## config.mk

```make
export PLATFORM = sky130hd
export DESIGN_NAME = exec_wb_unit
export DESIGN_NICKNAME = d
export VERILOG_FILES = /design/src/rtl/exec_pkg.sv /design/src/rtl/exec_lane.sv /design/src/rtl/exec_wb_unit.sv
export SDC_FILE = /design/constraint.sdc
export NUM_CORES = 2
export LEC_CHECK = 0
export CAP_MARGIN = 25
export CORE_AREA = 3 3 203 353
export CTS_CLUSTER_DIAMETER = 150
export DETAILED_ROUTE_END_ITERATION = 7
export DIE_AREA = 0 0 206 356
export PLACE_DENSITY = 0.67
export REMOVE_ABC_BUFFERS = 1
export SLEW_MARGIN = 20
export SYNTH_ARGS = -nofsm -noshare
export SYNTH_HDL_FRONTEND = slang
export SYNTH_SLANG_ARGS = --single-unit
```

## constraint.sdc

```tcl
create_clock -name clock_i -period 25.9 [get_ports clock_i]
set_input_delay 2.59 -clock clock_i [delete_from_list [all_inputs] [get_ports clock_i]]
set_output_delay 2.59 -clock clock_i [all_outputs]
set_load 0.01 [all_outputs]
```

## src/rtl/exec_pkg.sv

```systemverilog
// Shared constants, lane state type and single-cycle datapath helpers for the execute/writeback stage.
package exec_pkg;

    localparam int unsigned XLEN   = 16;
    localparam int unsigned OP_W   = 7;
    localparam int unsigned ADDR_W = 5;
    localparam int unsigned FT_W   = 2;
    localparam int unsigned PROD_W = 2 * XLEN;

    // Function types
    localparam logic [FT_W-1:0] FT_ALU   = 2'b00;
    localparam logic [FT_W-1:0] FT_SHIFT = 2'b01;
    localparam logic [FT_W-1:0] FT_MUL   = 2'b10;
    localparam logic [FT_W-1:0] FT_RSVD  = 2'b11;

    // ALU opcodes
    localparam logic [OP_W-1:0] OP_ADD = 7'h00;
    localparam logic [OP_W-1:0] OP_SUB = 7'h01;
    localparam logic [OP_W-1:0] OP_AND = 7'h02;
    localparam logic [OP_W-1:0] OP_OR  = 7'h03;
    localparam logic [OP_W-1:0] OP_XOR = 7'h04;
    localparam logic [OP_W-1:0] OP_NOT = 7'h05;
    localparam logic [OP_W-1:0] OP_MOV = 7'h06;

    // Shift opcodes
    localparam logic [OP_W-1:0] OP_SHL = 7'h00;
    localparam logic [OP_W-1:0] OP_SHR = 7'h01;
    localparam logic [OP_W-1:0] OP_ASR = 7'h02;

    // Multiply opcodes
    localparam logic [OP_W-1:0] OP_MUL  = 7'h00;
    localparam logic [OP_W-1:0] OP_MULH = 7'h01;

    typedef enum logic [0:0] {
        ST_IDLE = 1'b0,
        ST_MUL  = 1'b1
    } lane_state_e;

    // True when the type/opcode pair names a defined operation.
    function automatic logic op_legal(input logic [FT_W-1:0] ft, input logic [OP_W-1:0] op);
        logic ok;
        ok = 1'b0;
        case (ft)
            FT_ALU:   ok = (op <= OP_MOV);
            FT_SHIFT: ok = (op <= OP_ASR);
            FT_MUL:   ok = (op <= OP_MULH);
            default:  ok = 1'b0;
        endcase
        return ok;
    endfunction

    // Single-cycle ALU result, wrapping modulo 2^XLEN.
    function automatic logic [XLEN-1:0] alu_calc(input logic [OP_W-1:0] op,
                                                 input logic [XLEN-1:0] a,
                                                 input logic [XLEN-1:0] b);
        logic [XLEN-1:0] r;
        r = '0;
        case (op)
            OP_ADD:  r = a + b;
            OP_SUB:  r = a - b;
            OP_AND:  r = a & b;
            OP_OR:   r = a | b;
            OP_XOR:  r = a ^ b;
            OP_NOT:  r = ~a;
            OP_MOV:  r = b;
            default: r = '0;
        endcase
        return r;
    endfunction

    // Single-cycle shifter; amount is the low nibble of the second operand.
    function automatic logic [XLEN-1:0] shift_calc(input logic [OP_W-1:0] op,
                                                   input logic [XLEN-1:0] a,
                                                   input logic [3:0]      amt);
        logic [XLEN-1:0] r;
        r = '0;
        case (op)
            OP_SHL:  r = a << amt;
            OP_SHR:  r = a >> amt;
            OP_ASR:  r = XLEN'($signed(a) >>> amt);
            default: r = '0;
        endcase
        return r;
    endfunction

endpackage

```

## src/rtl/exec_lane.sv

```systemverilog
// One execute lane: IDLE/MUL FSM, ALU/shift datapath, shift-add multiplier and sticky flags.
module exec_lane
    import exec_pkg::*;
#(
    parameter int unsigned MUL_CYCLES = 4
) (
    input  logic              clock_i,
    input  logic              reset_i,
    input  logic              enable,
    input  logic              wb_req,
    input  logic [OP_W-1:0]   opcode,
    input  logic [ADDR_W-1:0] addr,
    input  logic [XLEN-1:0]   prim,
    input  logic [XLEN-1:0]   sec,
    input  logic [FT_W-1:0]   ftype,
    input  logic              suppress,
    output logic              busy,
    output logic              wb,
    output logic [ADDR_W-1:0] wb_addr,
    output logic [XLEN-1:0]   wb_val,
    output logic              zero,
    output logic              overrun,
    output logic              illegal,
    output logic              wb_nxt_c,
    output logic [ADDR_W-1:0] wb_addr_nxt_c
);

    localparam int unsigned BPC   = XLEN / MUL_CYCLES;
    localparam int unsigned CNT_W = 5;
    localparam logic [CNT_W-1:0] LAST_CNT = CNT_W'(MUL_CYCLES - 1);

    lane_state_e        state_q, state_d;
    logic [CNT_W-1:0]   cnt_q, cnt_d;
    logic [PROD_W-1:0]  mcand_q, mcand_d;
    logic [XLEN-1:0]    mplier_q, mplier_d;
    logic [PROD_W-1:0]  acc_q, acc_d;
    logic [PROD_W-1:0]  acc_step;
    logic               mhigh_q, mhigh_d;
    logic               mwb_q, mwb_d;
    logic [ADDR_W-1:0]  maddr_q, maddr_d;

    logic               wb_d;
    logic [ADDR_W-1:0]  addr_d;
    logic [XLEN-1:0]    val_d;
    logic               overrun_d;
    logic               illegal_d;

    // Partial products for the multiplier bits retired this cycle.
    always_comb begin
        acc_step = acc_q;
        for (int i = 0; i < int'(BPC); i++) begin
            if (mplier_q[i]) begin
                acc_step = acc_step + (mcand_q << i);
            end
        end
    end

    // Next-state and next-output logic for the lane.
    always_comb begin
        state_d   = state_q;
        cnt_d     = cnt_q;
        mcand_d   = mcand_q;
        mplier_d  = mplier_q;
        acc_d     = acc_q;
        mhigh_d   = mhigh_q;
        mwb_d     = mwb_q;
        maddr_d   = maddr_q;
        wb_d      = 1'b0;
        addr_d    = wb_addr;
        val_d     = wb_val;
        overrun_d = overrun;
        illegal_d = illegal;

        unique case (state_q)
            ST_IDLE: begin
                if (enable) begin
                    if (!op_legal(ftype, opcode)) begin
                        illegal_d = 1'b1;
                    end else if (ftype == FT_MUL) begin
                        state_d  = ST_MUL;
                        cnt_d    = '0;
                        mcand_d  = PROD_W'(prim);
                        mplier_d = sec;
                        acc_d    = '0;
                        mhigh_d  = (opcode == OP_MULH);
                        mwb_d    = wb_req;
                        maddr_d  = addr;
                    end else begin
                        wb_d   = wb_req;
                        addr_d = addr;
                        val_d  = (ftype == FT_ALU) ? alu_calc(opcode, prim, sec)
                                                   : shift_calc(opcode, prim, sec[3:0]);
                    end
                end
            end
            ST_MUL: begin
                // Ops arriving mid-multiply are dropped and flagged.
                if (enable) begin
                    overrun_d = 1'b1;
                end
                acc_d    = acc_step;
                mcand_d  = mcand_q << BPC;
                mplier_d = mplier_q >> BPC;
                cnt_d    = cnt_q + CNT_W'(1);
                if (cnt_q == LAST_CNT) begin
                    state_d = ST_IDLE;
                    wb_d    = mwb_q;
                    addr_d  = maddr_q;
                    val_d   = mhigh_q ? acc_step[PROD_W-1:XLEN] : acc_step[XLEN-1:0];
                end
            end
            default: begin
                state_d = ST_IDLE;
            end
        endcase

        wb_nxt_c      = wb_d;
        wb_addr_nxt_c = addr_d;
    end

    // Lane state register.
    always_ff @(posedge clock_i or posedge reset_i) begin
        if (reset_i) begin
            state_q <= ST_IDLE;
        end else begin
            state_q <= state_d;
        end
    end

    // Multiplier working registers.
    always_ff @(posedge clock_i or posedge reset_i) begin
        if (reset_i) begin
            cnt_q    <= '0;
            mcand_q  <= '0;
            mplier_q <= '0;
            acc_q    <= '0;
            mhigh_q  <= 1'b0;
            mwb_q    <= 1'b0;
            maddr_q  <= '0;
        end else begin
            cnt_q    <= cnt_d;
            mcand_q  <= mcand_d;
            mplier_q <= mplier_d;
            acc_q    <= acc_d;
            mhigh_q  <= mhigh_d;
            mwb_q    <= mwb_d;
            maddr_q  <= maddr_d;
        end
    end

    // Registered writeback port and flags; suppression from the other lane gates the enable and zero.
    always_ff @(posedge clock_i or posedge reset_i) begin
        if (reset_i) begin
            busy    <= 1'b0;
            wb      <= 1'b0;
            wb_addr <= '0;
            wb_val  <= '0;
            zero    <= 1'b0;
            overrun <= 1'b0;
            illegal <= 1'b0;
        end else begin
            busy    <= (state_d == ST_MUL);
            wb      <= wb_d & ~suppress;
            wb_addr <= addr_d;
            wb_val  <= val_d;
            zero    <= wb_d & ~suppress & (val_d == '0);
            overrun <= overrun_d;
            illegal <= illegal_d;
        end
    end

endmodule

```

## src/rtl/exec_wb_unit.sv

```systemverilog
// Dual-lane execute/writeback stage; lane B wins same-address writeback collisions.
module exec_wb_unit
    import exec_pkg::*;
#(
    parameter int unsigned MUL_CYCLES = 4,
    parameter int unsigned DATA_W     = XLEN
) (
    input  logic              clock_i,
    input  logic              reset_i,
    input  logic              enableA_i,
    input  logic              enableB_i,
    input  logic              wbA_i,
    input  logic              wbB_i,
    input  logic [6:0]        opCodeA_i,
    input  logic [6:0]        opCodeB_i,
    input  logic [4:0]        regAddrA_i,
    input  logic [4:0]        regAddrB_i,
    input  logic [DATA_W-1:0] primOperandA_i,
    input  logic [DATA_W-1:0] primOperandB_i,
    input  logic [DATA_W-1:0] secOperandA_i,
    input  logic [DATA_W-1:0] secOperandB_i,
    input  logic [1:0]        functionTypeA_i,
    input  logic [1:0]        functionTypeB_i,
    output logic              busyA_o,
    output logic              busyB_o,
    output logic              wbA_o,
    output logic              wbB_o,
    output logic [4:0]        wbAddrA_o,
    output logic [4:0]        wbAddrB_o,
    output logic [DATA_W-1:0] wbValA_o,
    output logic [DATA_W-1:0] wbValB_o,
    output logic              zeroA_o,
    output logic              zeroB_o,
    output logic              overrunA_o,
    output logic              overrunB_o,
    output logic              illegalA_o,
    output logic              illegalB_o
);

    logic              wb_nxt_a_c, wb_nxt_b_c;
    logic [ADDR_W-1:0] addr_nxt_a_c, addr_nxt_b_c;
    logic              suppress_a_c;

    // Lane A loses its write when both lanes target the same register next cycle.
    assign suppress_a_c = wb_nxt_a_c & wb_nxt_b_c & (addr_nxt_a_c == addr_nxt_b_c);

    exec_lane #(.MUL_CYCLES(MUL_CYCLES)) u_lane_a (
        .clock_i       (clock_i),
        .reset_i       (reset_i),
        .enable        (enableA_i),
        .wb_req        (wbA_i),
        .opcode        (opCodeA_i),
        .addr          (regAddrA_i),
        .prim          (primOperandA_i),
        .sec           (secOperandA_i),
        .ftype         (functionTypeA_i),
        .suppress      (suppress_a_c),
        .busy          (busyA_o),
        .wb            (wbA_o),
        .wb_addr       (wbAddrA_o),
        .wb_val        (wbValA_o),
        .zero          (zeroA_o),
        .overrun       (overrunA_o),
        .illegal       (illegalA_o),
        .wb_nxt_c      (wb_nxt_a_c),
        .wb_addr_nxt_c (addr_nxt_a_c)
    );

    exec_lane #(.MUL_CYCLES(MUL_CYCLES)) u_lane_b (
        .clock_i       (clock_i),
        .reset_i       (reset_i),
        .enable        (enableB_i),
        .wb_req        (wbB_i),
        .opcode        (opCodeB_i),
        .addr          (regAddrB_i),
        .prim          (primOperandB_i),
        .sec           (secOperandB_i),
        .ftype         (functionTypeB_i),
        .suppress      (1'b0),
        .busy          (busyB_o),
        .wb            (wbB_o),
        .wb_addr       (wbAddrB_o),
        .wb_val        (wbValB_o),
        .zero          (zeroB_o),
        .overrun       (overrunB_o),
        .illegal       (illegalB_o),
        .wb_nxt_c      (wb_nxt_b_c),
        .wb_addr_nxt_c (addr_nxt_b_c)
    );

endmodule

```

# Word-level counts from Yosys, hierarchy flattened
# Index checks and enable logic that the tools add are counted.
[classes] mux=94 n_mul=0 reduce_logical=14 order_cmp=6 eq_ne=25 div=0 add_sub_neg=14 n_bitwise=18 n_shift=6
[ops] cell="two-way mux 32 bit" count=20
[ops] cell="two-way mux 16 bit" count=18
[ops] cell="adder 32 bit" count=8
[ops] cell="case mux 32 bit (2 select lines)" count=4
[ops] cell="case mux 16 bit (7 select lines)" count=2
[ops] cell="case mux 16 bit (2 select lines)" count=4
[ops] cell="case mux 16 bit (3 select lines)" count=2
[ops] cell="two-way mux 5 bit" count=14
[ops] cell="equality test 7 x 3 -> 1 bit (second input constant)" count=6
[ops] cell="case mux 5 bit (2 select lines)" count=4
[ops] cell="adder 16 bit" count=2
[ops] cell="bitwise AND 16 bit" count=2
[ops] cell="logical NOT 16 bit" count=2
[ops] cell="inverter 16 bit" count=2
[ops] cell="OR 16 bit" count=2
[ops] cell="left shift 16 x 4 -> 16 bit" count=2
[ops] cell="right shift 16 x 4 -> 16 bit" count=2
[ops] cell=">>> shifter 16 x 4 -> 16 bit" count=2
[ops] cell="subtractor 16 bit" count=2
[ops] cell="bitwise XOR 16 bit" count=2
[ops] cell="equality test 7 x 2 -> 1 bit (second input constant)" count=4
[ops] cell="two-way mux 1 bit" count=20
[ops] cell="equality test 7 x 1 -> 1 bit (second input constant)" count=2
[ops] cell="less-or-equal comparator 7 x 1 -> 1 bit (second input constant)" count=2
[ops] cell="18 further kinds" count=47
[totals] latchBits=0 n_memories=0 wordCells=205 ramBits=0 ff_bits=236 mem_bits_ro=0

# Logic depth before layout (Yosys ltp)
[depth] depth_word=13 ltp_mapped=42 depth_no_buf=40

# Hierarchy
# A second synthesis with hierarchy kept.
[unflattened] hier_cells=4579 area_unflattened_um2=35243.8
[by_module_without_submodules] mod="exec_lane (u_lane_b)" instances=1 area_per_inst_um2=17778.3 cells_each=2320
[by_module_without_submodules] mod="exec_lane (u_lane_a)" instances=1 area_per_inst_um2=17402.9 cells_each=2250
[by_module_without_submodules] mod="exec_wb_unit" instances=1 area_per_inst_um2=62.6 cells_each=9

# Worst setup path after synthesis
# OpenSTA, ideal clock, no wires.
[synth_timing] path_type="register to register" start="register u_lane_b.mplier_q[0]" end="register u_lane_b.zero" path_stages_with_launch=36 period_less_slack_ns=8.996 path_slack_ns=16.904 arrival_time_ns=8.900 t_required_ns=25.804 path_cell_list="dfrtp_1 > clkbuf_1 > clkbuf_1 > clkbuf_1 > clkbuf_1 > buf_1 > buf_1 > mux2_2 > ha_1 > and3_1 > nand2_1 > a2111o_1 > nand3_1 > xnor2_1 > mux2i_1 > ha_1 > a21oi_1 > nor3b_1 > a21boi_0 > a21o_1 > a21oi_1 > xnor2_1 > mux2_2 > ha_1 > and2_1 > and3_1 > o31ai_1 > nand3_1 > a31oi_1 > mux2_2 > a311oi_1 > a21bo_2 > or4_1 > or4_1 > or4_1 > nor4_2"
[synth_between] elab_chain_cells=12
[synth_rtl] element="from (decl)" line_no="exec_lane.sv:35" source="logic [XLEN-1:0] mplier_q, mplier_d;"
[synth_rtl] element="from (signal assigned)" line_no="exec_lane.sv:143" source="mplier_q <= mplier_d;"
[synth_rtl] element="two-way mux 32 bit (*)" line_no="exec_lane.sv:52" source="if (mplier_q[i]) begin"
[synth_rtl] element="adder 32 bit" line_no="exec_lane.sv:53" source="acc_step = acc_step + (mcand_q << i);"
[synth_rtl] element="two-way mux 32 bit (*)" line_no="exec_lane.sv:52"
[synth_rtl] element="adder 32 bit" line_no="exec_lane.sv:53"
[synth_rtl] element="two-way mux 32 bit (*)" line_no="exec_lane.sv:52"
[synth_rtl] element="adder 32 bit" line_no="exec_lane.sv:53"
[synth_rtl] element="two-way mux 32 bit (*)" line_no="exec_lane.sv:52"
[synth_rtl] element="two-way mux 16 bit (*)" line_no="exec_lane.sv:109" source="val_d = mhigh_q ? acc_step[PROD_W-1:XLEN] : acc_step[XLEN-1:0];"
[synth_rtl] element="two-way mux 16 bit (*)" line_no="exec_lane.sv:105" source="if (cnt_q == LAST_CNT) begin"
[synth_rtl] element="case mux 16 bit (2 select lines) (*)" line_no="exec_lane.sv:74" source="unique case (state_q)"
[synth_rtl] element="via u_lane_b.val_d[6]" line_no="exec_lane.sv:44" source="logic [XLEN-1:0] val_d;"
[synth_rtl] element="logical NOT 16 bit (*)" line_no="exec_lane.sv:166" source="zero <= wb_d & ~suppress & (val_d == '0);"
[synth_rtl] element="bitwise AND 1 bit (*)" line_no="exec_lane.sv:166"
[synth_rtl] element="to (signal assigned)" line_no="exec_lane.sv:166"
[synth_rtl] element="to (decl)" line_no="exec_lane.sv:21" source="output logic zero,"
# The timed path passes the listed nets; every way through them passes the cells marked *.
# A chain may end at the register's enable or synchronous reset.

# Worst setup path in the final report
[layout_timing] start="register u_lane_b.mcand_q[1]" end="register u_lane_b.zero"
[layout_between] elab_chain_cells=13
[layout_rtl] element="from (decl)" line_no="exec_lane.sv:34" source="logic [PROD_W-1:0] mcand_q, mcand_d;"
[layout_rtl] element="from (signal assigned)" line_no="exec_lane.sv:142" source="mcand_q <= mcand_d;"
[layout_rtl] element="adder 32 bit" line_no="exec_lane.sv:53"
[layout_rtl] element="two-way mux 32 bit" line_no="exec_lane.sv:52"
[layout_rtl] element="adder 32 bit" line_no="exec_lane.sv:53"
[layout_rtl] element="two-way mux 32 bit" line_no="exec_lane.sv:52"
[layout_rtl] element="adder 32 bit" line_no="exec_lane.sv:53"
[layout_rtl] element="two-way mux 32 bit" line_no="exec_lane.sv:52"
[layout_rtl] element="adder 32 bit" line_no="exec_lane.sv:53"
[layout_rtl] element="two-way mux 32 bit (*)" line_no="exec_lane.sv:52"
[layout_rtl] element="two-way mux 16 bit (*)" line_no="exec_lane.sv:109"
[layout_rtl] element="two-way mux 16 bit (*)" line_no="exec_lane.sv:105"
[layout_rtl] element="case mux 16 bit (2 select lines) (*)" line_no="exec_lane.sv:74"
[layout_rtl] element="via u_lane_b.val_d[6]" line_no="exec_lane.sv:44"
[layout_rtl] element="logical NOT 16 bit (*)" line_no="exec_lane.sv:166"
[layout_rtl] element="bitwise AND 1 bit (*)" line_no="exec_lane.sv:166"
# Marked as above.

==> qor.yml <==
cts:
  clockBufferDepth: 3
  post_cts_resized: 0
  postCtsSetupBuffers: 0
  insertion_delay_ns: 0.61
  cts-root-buf: "clkbuf_16"
  cts.clk_slew.worst_paths_ns: 0.07
  htree_levels: 1
  clock_sinks: 236
  cts_tree: "yes"
  cts_hold_buffers: 0
  numCtsBuffers: 27
yosys:
  synth-edff-count: 0
  synth.distinct_cells: 108
  synthFlopType: "dfrtp_1"
  netlist_instances: 4463
  synth_area_per_cell_um2: 7.700
  yosysTopAreaCell: "dfrtp_1"
  synth-seq-cells: 236
  syn_area_mm2: 0.03436
  synth_seq_area_share_pct: 17.19
  synth_area_leaders: "dfrtp_1 17%, ha_1 12%, a21oi_1 5.8%"
  synthArstFlopShare_pct: 100.0
  ys_warn_count: 0
  yosys.area.top_type_share_pct: 17.19
worst_setup_path:
  critPathLaunchType: "flop"
  endpoint_kind: "flop"
  arrival_ns: 11.50
  path_common_cell: "a21oi_1"
  path_class: "reg2reg"
  cpMaxStageDelayCell: "a2bb2oi_1"
  critPathMaxFanout: 8
  slowest_delay_ns: 0.77
  critPathRequiredTime_ns: 26.41
power_and_ir_drop:
  ir_worst_vdd_uv: 56.56
  powerDensity_mw_per_mm2: 73.58
  p_leak_nw: 16.90
global_routing:
  overflow: 0
  grtUsageTotal_pct: 41.82
  first_global_vias: 37380
  grt_pass1_wl_mm: 232.8
  grt_max_degree: 144
  antenna_found_initial: 11
layout:
  layout.cells.non_filler: 5391
  drive_above_1_share_pct: 7.500
  nets: 4903
  area_delta_synth_final_pct: 9.136
sta:
  relSlewSlack_pct: 26.39
  min_period_ns: 10.99
  whs_ns: 0.4619
  slew_viol_final: 0
  rsz0062_at_grt: "no"
  finClkSkew_ns: 0.01819
  min_period_over_period_pct: 42.43
  hold_viol: 0
  max_freq_ghz: 0.09100
  tightest_slew_ns: 1.093
  tns_ns: 0
  setup_viol: 0
route:
  drt_first_pass_iters: 7
  drc: 0
  wl_per_cell_um: 28.80
  vias_per_cell: 7.025
  drt_wl_total_mm: 155.3
  ant_nets: 0
  num_vias: 37870
  drtIter0Drc: 3403
worst_hold_path:
  hp-class: "reg2reg"
job:
  drv_cap: 0
placement:
  routabilityCongestion: 1.025
  dp_cells: 5329
  port_buffers: 149
  dp_hpwl_mm: 117.6
floorplan:
  io_pins: 150
  die_x_um: 206
  fp-row-count: 127
  initial_core_util_pct: 49.83
  core_mm2: 0.06896
  die_h_um: 356
  dieArea_mm2: 0.07334
run_status:
  status: "completed"
-- synth_stat cells, types with 13 or more instances --
cell type	instances
or4_1	16
nor3_1	87
xnor2_1	142
a222oi_1	50
nand2b_1	57
a2111oi_0	13
a22o_1	83
nor2_1	340
o21ai_1	13
a31oi_1	52
buf_1	40
ha_1	336
a311oi_1	26
nand3_1	97
o211ai_1	71
or2_2	18
o21bai_1	29
nor2b_1	34
o31ai_1	42
a221o_1	13
and3_1	47
mux4_2	29
nand4_1	52
o21ai_0	296
and2_1	32
o2111ai_1	20
xor2_1	87
buf_2	26
inv_1	204
a211o_1	18
mux2i_1	109
or3_1	39
clkbuf_1	175
a22oi_1	22
a211oi_1	72
mux2_2	97
a21oi_1	395
o22ai_1	28
o21a_1	45
nor4_1	20
nand2_1	455
a21o_1	97
a32oi_1	14
o221ai_1	22
dfrtp_1	236
-- power breakdown --
| group | total (mW) | internal, mW | leakage (nW) | switching (mW) |
|---|---|---|---|---|
| Clock | 0.408 | 0.222 | 0.446 | 0.185 |
| Combinational | 1.78 | 0.639 | 13.4 | 1.14 |
| Sequential | 0.570 | 0.444 | 3.10 | 0.126 |
-- worst paths after layout --
| path | start | endpoint | slack [ns] | cells after the start |
|---|---|---|---|---|
| worst max register to register | u_lane_b.mcand_q[1] | u_lane_b.zero | 14.91 | 34 |
| worst min register to register | u_lane_a.overrun | u_lane_a.overrun | 0.46 | 1 |
| min in group asynchronous | reset_i | u_lane_a.wb_addr[0] | 2.49 | 2 |
| worst min-delay path | u_lane_a.overrun | u_lane_a.overrun | 0.46 | 1 |
| max in group asynchronous | reset_i | u_lane_b.mcand_q[27] | 21.98 | 3 |
| worst max-delay path | u_lane_b.mcand_q[1] | u_lane_b.zero | 14.91 | 34 |
-- cells by family (layout without fill, tap and decap cells) --
family	after synthesis	in the layout	synth area share [%]
flops	236	236	17.19
xor+xnor	231	231	5.968
other cells	0	8	0
compound gates	1596	1596	31.72
mux	235	235	8.254
simple gates	1361	1361	18.86
buf+inv	458	475	5.192
fa+ha+maj	346	346	12.82
-- stage by stage --
stage / setup WS [ns] / total power, mW / cell area [um^2] / util, %
finish: 14.91 / 2.760 / 37500 / 54.38
global route: 14.55 / 2.910 / 37500 / 54.38
CTS: 15.23 / 2.677 / 37420 / 54.26
detailed placement: 15.34 / 2.265 / 36520 / 52.95
global placement: 15.35 / 2.255 / 36510 / 52.94
floorplan: 16.84 / 1.654 / 33370 / -
-- critical path: cells and delay by family, from the launching register on --
family	cells	cell delay [ns]
adders and majority gates	4	1.51
xor gates and xnor gates	2	0.40
muxes	2	0.72
and+or+nand+nor	10	2.81
DFF	1	0.59
AOI/OAI and AO/OA	16	4.85
-- cell type report --
cell class / instances / area, um^2
clock buffer: 37 / 773.2
antenna: 8 / 20.02
timing repair buffer: 215 / 1983
clock inverter: 13 / 130.1
inverter: 210 / 795.8
fill: 6893 / 31460
multi-input combinational: 3769 / 26750
sequential: 236 / 5916
tap: 903 / 1130
-- registers in the layout, summed over array words and instances, names as in the netlist, 5 cells and up --
name,count
u_lane_b.acc_q,32
u_lane_a.maddr_q,5
u_lane_a.wb_val,16
u_lane_b.mcand_q,32
u_lane_b.mplier_q,16
u_lane_b.cnt_q,5
u_lane_a.cnt_q,5
u_lane_a.mcand_q,32
u_lane_a.mplier_q,16
u_lane_b.wb_addr,5
u_lane_b.wb_val,16
u_lane_a.wb_addr,5
u_lane_a.acc_q,32
u_lane_b.maddr_q,5
-- routing by layer --
layer	GRT usage, %	wire length [um]
met2	68.77	73520
met1	42.44	50320
met4	40.14	18510
met3	10.51	12910
met5	0	24
-- placed cells by master (no fill, tap or decap), types with 72 or more instances in the layout --
cell and instances:
a211oi_1 72, a21o_1 97, a21oi_1 394, a22o_1 83, clkdlybuf4s50_1 144, dfrtp_1 230
ha_1 336, inv_1 203, mux2_2 97, mux2i_1 107, nand2_1 455, nand3_1 97
nor2_1 339, nor3_1 86, o21ai_0 295, xnor2_1 142, xor2_1 87
(Power assumes the default switching activity.)
